[src/rtl/pulse_stretcher_if.sv]
// Pulse-in / stretched-level-out bundle for pulse_stretcher.
interface pulse_stretcher_if;
  logic PulseIn;
  logic SignalOut;
  logic Busy;
  logic Dropped;

  // Pulse source side
  modport master (
    output PulseIn,
    input  SignalOut,
    input  Busy,
    input  Dropped
  );

  // Stretcher side
  modport slave (
    input  PulseIn,
    output SignalOut,
    output Busy,
    output Dropped
  );
endinterface

[src/rtl/pulse_stretcher.sv]
// Stretches single-cycle strobes into a level with a minimum high time
// (HOLD_CYCLES) and a minimum low time (GAP_CYCLES). One pulse may be queued
// while busy; any further pulse is flagged on Dropped for one cycle.
module pulse_stretcher #(
  parameter int unsigned HOLD_CYCLES = 8,
  parameter int unsigned GAP_CYCLES  = 2,
  parameter int unsigned RETRIGGER   = 0,
  parameter int unsigned CNT_W       = 4
) (
  input  logic             CLK,
  input  logic             RESET,
  pulse_stretcher_if.slave ps
);

  typedef enum logic [1:0] {
    IDLE = 2'd0,
    HOLD = 2'd1,
    GAP  = 2'd2
  } state_e;

  localparam logic [CNT_W-1:0] HOLD_LOAD = CNT_W'(HOLD_CYCLES - 1);
  localparam logic [CNT_W-1:0] GAP_LOAD  = CNT_W'(GAP_CYCLES - 1);
  localparam logic [CNT_W-1:0] CNT_ONE   = CNT_W'(1);
  localparam bit               RETRIG_EN = (RETRIGGER != 0);

  state_e           state_q,     state_d;
  logic [CNT_W-1:0] cnt_q,       cnt_d;
  logic             pend_q,      pend_d;
  logic             sig_out_q,   sig_out_d;
  logic             busy_q,      busy_d;
  logic             dropped_q,   dropped_d;

  logic pulse_c;
  logic cnt_zero_c;

  assign pulse_c    = ps.PulseIn;
  assign cnt_zero_c = (cnt_q == '0);

  // Next state, counter, pending flag and drop decision
  always_comb begin
    state_d   = state_q;
    cnt_d     = cnt_q;
    pend_d    = pend_q;
    dropped_d = 1'b0;

    unique case (state_q)
      IDLE: begin
        if (pulse_c) begin
          state_d = HOLD;
          cnt_d   = HOLD_LOAD;
        end
      end

      HOLD: begin
        if (RETRIG_EN && pulse_c) begin
          // Restart the high period, even on its last cycle
          cnt_d = HOLD_LOAD;
        end else begin
          if (pulse_c) begin
            if (!pend_q) begin
              pend_d = 1'b1;
            end else begin
              dropped_d = 1'b1;
            end
          end
          if (cnt_zero_c) begin
            state_d = GAP;
            cnt_d   = GAP_LOAD;
          end else begin
            cnt_d = cnt_q - CNT_ONE;
          end
        end
      end

      GAP: begin
        if (cnt_zero_c) begin
          if (pend_q || pulse_c) begin
            // Serve one pulse; a simultaneous second one is discarded
            state_d   = HOLD;
            cnt_d     = HOLD_LOAD;
            pend_d    = 1'b0;
            dropped_d = pend_q && pulse_c;
          end else begin
            state_d = IDLE;
          end
        end else begin
          if (pulse_c) begin
            if (!pend_q) begin
              pend_d = 1'b1;
            end else begin
              dropped_d = 1'b1;
            end
          end
          cnt_d = cnt_q - CNT_ONE;
        end
      end

      default: begin
        state_d = IDLE;
        cnt_d   = '0;
        pend_d  = 1'b0;
      end
    endcase
  end

  // Outputs are decoded from the next state so they register with it
  always_comb begin
    sig_out_d = (state_d == HOLD);
    busy_d    = (state_d != IDLE);
  end

  // State and output registers; reset clears everything without a clock
  always_ff @(posedge CLK or negedge RESET) begin
    if (!RESET) begin
      state_q   <= IDLE;
      cnt_q     <= '0;
      pend_q    <= 1'b0;
      sig_out_q <= 1'b0;
      busy_q    <= 1'b0;
      dropped_q <= 1'b0;
    end else begin
      state_q   <= state_d;
      cnt_q     <= cnt_d;
      pend_q    <= pend_d;
      sig_out_q <= sig_out_d;
      busy_q    <= busy_d;
      dropped_q <= dropped_d;
    end
  end

  assign ps.SignalOut = sig_out_q;
  assign ps.Busy      = busy_q;
  assign ps.Dropped   = dropped_q;

endmodule

[src/flat_wrapper.sv]
// flat-port wrapper written by rule: the top's interface ports become plain ports
module pulse_stretcher_flat 
#(
  parameter int unsigned HOLD_CYCLES = 8,
  parameter int unsigned GAP_CYCLES  = 2,
  parameter int unsigned RETRIGGER   = 0,
  parameter int unsigned CNT_W       = 4
)
  (CLK, RESET, ps_PulseIn, ps_SignalOut, ps_Busy, ps_Dropped);
  pulse_stretcher_if ps_i ();
  input  logic CLK;
  input  logic RESET;
  input wire logic [$bits(ps_i.PulseIn)-1:0] ps_PulseIn;
  output wire logic [$bits(ps_i.SignalOut)-1:0] ps_SignalOut;
  output wire logic [$bits(ps_i.Busy)-1:0] ps_Busy;
  output wire logic [$bits(ps_i.Dropped)-1:0] ps_Dropped;
  assign ps_i.PulseIn = ps_PulseIn;
  assign ps_SignalOut = ps_i.SignalOut;
  assign ps_Busy = ps_i.Busy;
  assign ps_Dropped = ps_i.Dropped;
  pulse_stretcher #(.HOLD_CYCLES(HOLD_CYCLES), .GAP_CYCLES(GAP_CYCLES), .RETRIGGER(RETRIGGER), .CNT_W(CNT_W)) u_core (.CLK(CLK), .RESET(RESET), .ps(ps_i));
endmodule
[config.mk]
export PLATFORM = sky130hd
export DESIGN_NAME = pulse_stretcher_flat
export DESIGN_NICKNAME = d
export VERILOG_FILES = /design/src/rtl/pulse_stretcher_if.sv /design/src/rtl/pulse_stretcher.sv /design/src/flat_wrapper.sv
export SDC_FILE = /design/constraint.sdc
export NUM_CORES = 1
export LEC_CHECK = 0
export ABC_CLOCK_PERIOD_IN_PS = 2200
export CORE_AREA = 2 2 39 41
export CTS_BUF_LIST = sky130_fd_sc_hd__clkbuf_8 sky130_fd_sc_hd__clkbuf_16
export CTS_CLUSTER_SIZE = 40
export DETAILED_ROUTE_END_ITERATION = 6
export DIE_AREA = 0 0 41 43
export GPL_TIMING_DRIVEN = 0
export PLACE_DENSITY = 0.61
export SYNTH_ARGS = -nofsm -noshare
export SYNTH_HDL_FRONTEND = slang
export SYNTH_SLANG_ARGS = --single-unit
[constraint.sdc]
create_clock -name CLK -period 2.2 [get_ports CLK]
set_input_delay 0.33 -clock CLK [delete_from_list [all_inputs] [get_ports CLK]]
set_output_delay 0.33 -clock CLK [all_outputs]
set_load 0.01 [all_outputs]
==> results_dict.tcl <==
set metrics [dict create \
    nets 77 \
    fin_ws_ns 0.349 \
    num_vias 469 \
    finish.instance_area_sq_um 706 \
    layout-drive-gt1-share 0.145 \
    yosys.area.top_type "dfrtp_1" \
    cts-root-buf "clkbuf_8" \
    post-cts-setup-buffers 0 \
    crit_slowest_cell "dfrtp_1" \
    cts_max_path_buffers 2 \
    period_needed_ns 1.85 \
    drt_iter0_drc 23 \
    critical-path-top-delay-family "simple AND/OR/NAND/NOR gates" \
    reg2reg_from "u_core.state_q[0]$_DFF_PN0_" \
    cp_data_arrival_time_ns 1.95 \
    multi_input_area_sq_um 307 \
    setup_tns_ns 0 \
    dieArea_sq_mm 0.00176 \
    synth_cell_types 27 \
    drc 0 \
    yosys_warnings 0 \
    dp_worst_setup_slack_ns 0.368 \
    clk_pin_slew_ns 0.05 \
    viasPerCell 5.52 \
    dpl.hpwl_um 799 \
    grt_pass1_wl_mm 1.75 \
    antenna_found_initial 0 \
    cts_hold_buf 0 \
    die_y_um 43 \
    dpl_cell_area_sq_um 651 \
    setup_violations 0 \
    grt_use_total 0.154 \
    hp-class "in -> async" \
    grt_max_degree 11 \
    routedWlPerCell_um 12.8 \
    met2WireLength_um 516 \
    tightest_slew_ns 0.435 \
    drv_cap 0 \
    cts_tree "yes" \
    clock_skew_ns 0.00427 \
    rows 14 \
    num_antenna_cells 0 \
    yosysSeqAreaShare 0.431 \
    clk_latency_ns 0.23 \
    die_x_um 41 \
    dr.pass1.iters 5 \
    synth.avg_cell_area_sq_um 9.68 \
    crit_type "reg -> reg" \
    synth_common_cells "nor2_1 (12), dfrtp_1 (10), inv_1 (5)" \
    final_hold_viol_count 0 \
    required_ns 2.30 \
    synth_most_common_cell "nor2_1" \
    cpMostUsedCell "nor2_1" \
    highest_layer "met4" \
    post_cts_resized 0 \
    drv_slew 0 \
    worst_setup_path_start_kind "flip-flop" \
    regArea_sq_um 250 \
    ys_seq_elements 10 \
    ys_top_cells_by_area "dfrtp_1 (43%), ha_1 (8.6%), nor2_1 (7.8%)" \
    ys.flop_type "dfrtp_1" \
    totalWireLength_mm 1.09 \
    wl_met3_um 30 \
    vdd_drop_max_mv 0.775 \
    period_share 0.841 \
    synth_nets 67 \
    clock_sinks 10 \
    nFillCells 141 \
    power_uw 1110 \
    clock.fmax_ghz 0.540 \
    grt_overflow 0 \
    power_per_cell_area_mw_per_mm2 1570 \
    syn_to_final_growth_pct 21.6 \
    synthCells 60 \
    async_flop_share 1.00 \
    status "completed" \
    coreArea_sq_mm 0.00138 \
    end_kind "flip-flop" \
    max-slew-margin-rel 0.709 \
    synth_edf_count 0 \
    path_cells "inv_1 > ha_1 > nor2_1 > nor2_1 > a311oi_1 > nor2_1" \
    antenna_left 0 \
    yosys.area.top_type_share 0.431 \
    path_max_fanout 6 \
    wl_met1_um 515 \
    max_stage_delay_ns 0.43 \
    h-tree-depth 1 \
    place_congestion 0.806 \
    cellLeakagePower_uw 0.000311 \
    numPortBuffers 5 \
    cp-startpoint "u_core.state_q[0]$_DFF_PN0_" \
    rsz0062_at_grt "no" \
    numCtsBuffers 3 \
    start_util 0.420 \
    crit_buf_inv 1 \
    ioPinCount 6 \
    grt_pass1_vias 415 \
    synth_area_sq_um 581 \
]
==> metal layers <==
layer  global-route usage  up-vias
li1                     -      233
met1                0.199      222
met2                0.213       10
met3               0.0314        4
met4                0.120        0
met5                    0        -
==> report_power, final <==
group	internal [uW]	switching (uW)	total (uW)
registers	263	66.8	330
logic	249	309	558
clock network	157	66.0	223
total	669	442	1110
==> worst reg2reg max path: cells and delay by family, from the launching register on <==
| family | cells | cell delay, ns |
|---|---|---|
| simple gates | 3 | 0.49 |
| flops | 1 | 0.43 |
| compound gates | 1 | 0.43 |
| fa+ha+maj | 1 | 0.28 |
| buf+inv | 1 | 0.09 |
==> flip-flops by register name, indices dropped and copies added (netlist names) <==
register / cells
u_core.cnt_q: 4
u_core.pend_q: 1
u_core.ps.Busy: 1
u_core.ps.Dropped: 1
u_core.ps.SignalOut: 1
u_core.state_q: 2
==> final cells by class <==
cell class / instances / area share
well taps: 16 / 0.0284
repair buffers: 5 / 0.0709
plain buffers: 1 / 0.00709
flip-flops and latches: 10 / 0.355
inverters: 5 / 0.0266
multi-input cells: 44 / 0.434
clock buffers: 4 / 0.0780
==> through the flow <==
step | std cells | hold slack (ns) | utilization
2_1_floorplan | 60 | 0.0344 | -
3_3_place_gp | 81 | 0.531 | 0.470
3_5_place_dp | 81 | 0.532 | 0.470
4_1_cts | 85 | 0.424 | 0.510
5_1_grt | 85 | 0.450 | 0.510
6_report | 85 | 0.407 | 0.510
==> layout by cell type, fill, tap and decap left out, types with 2 or more instances in the layout <==
cell,synthesis,routed
nor2_1,12,12
dfrtp_1,10,10
inv_1,5,5
clkdlybuf4s50_1,0,5
ha_1,4,4
clkbuf_8,0,4
nand2b_1,3,3
nor4_1,2,2
o21ai_0,2,2
a211oi_1,2,2
a21oi_1,2,2
==> kinds of logic after synthesis <==
family / count (synthesis) / synth area share
adder cells (fa/ha/maj): 4 / 0.0862
flip-flops: 10 / 0.431
multiplexers: 1 / 0.0172
XOR/XNOR: 1 / 0.0151
AO/OA/AOI/OAI: 14 / 0.183
buffers and inverters: 6 / 0.0409
AND/OR/NAND/NOR: 24 / 0.226
==> path summary, 6_finish.rpt <==
check,end,slack [ns],depth (start not counted)
worst max-delay path,u_core.ps.SignalOut$_DFF_PN0_,0.35,6
max in group asynchronous,u_core.cnt_q[0]$_DFFE_PN0P_,1.49,1
worst max register to register,u_core.ps.SignalOut$_DFF_PN0_,0.35,6
worst min-delay path,u_core.cnt_q[1]$_DFFE_PN0P_,0.41,1
worst min register to register,u_core.cnt_q[3]$_DFFE_PN0P_,0.55,1
min in group CLK,u_core.cnt_q[3]$_DFFE_PN0P_,0.55,1
Note: power is estimated with default switching activity, not from simulation.
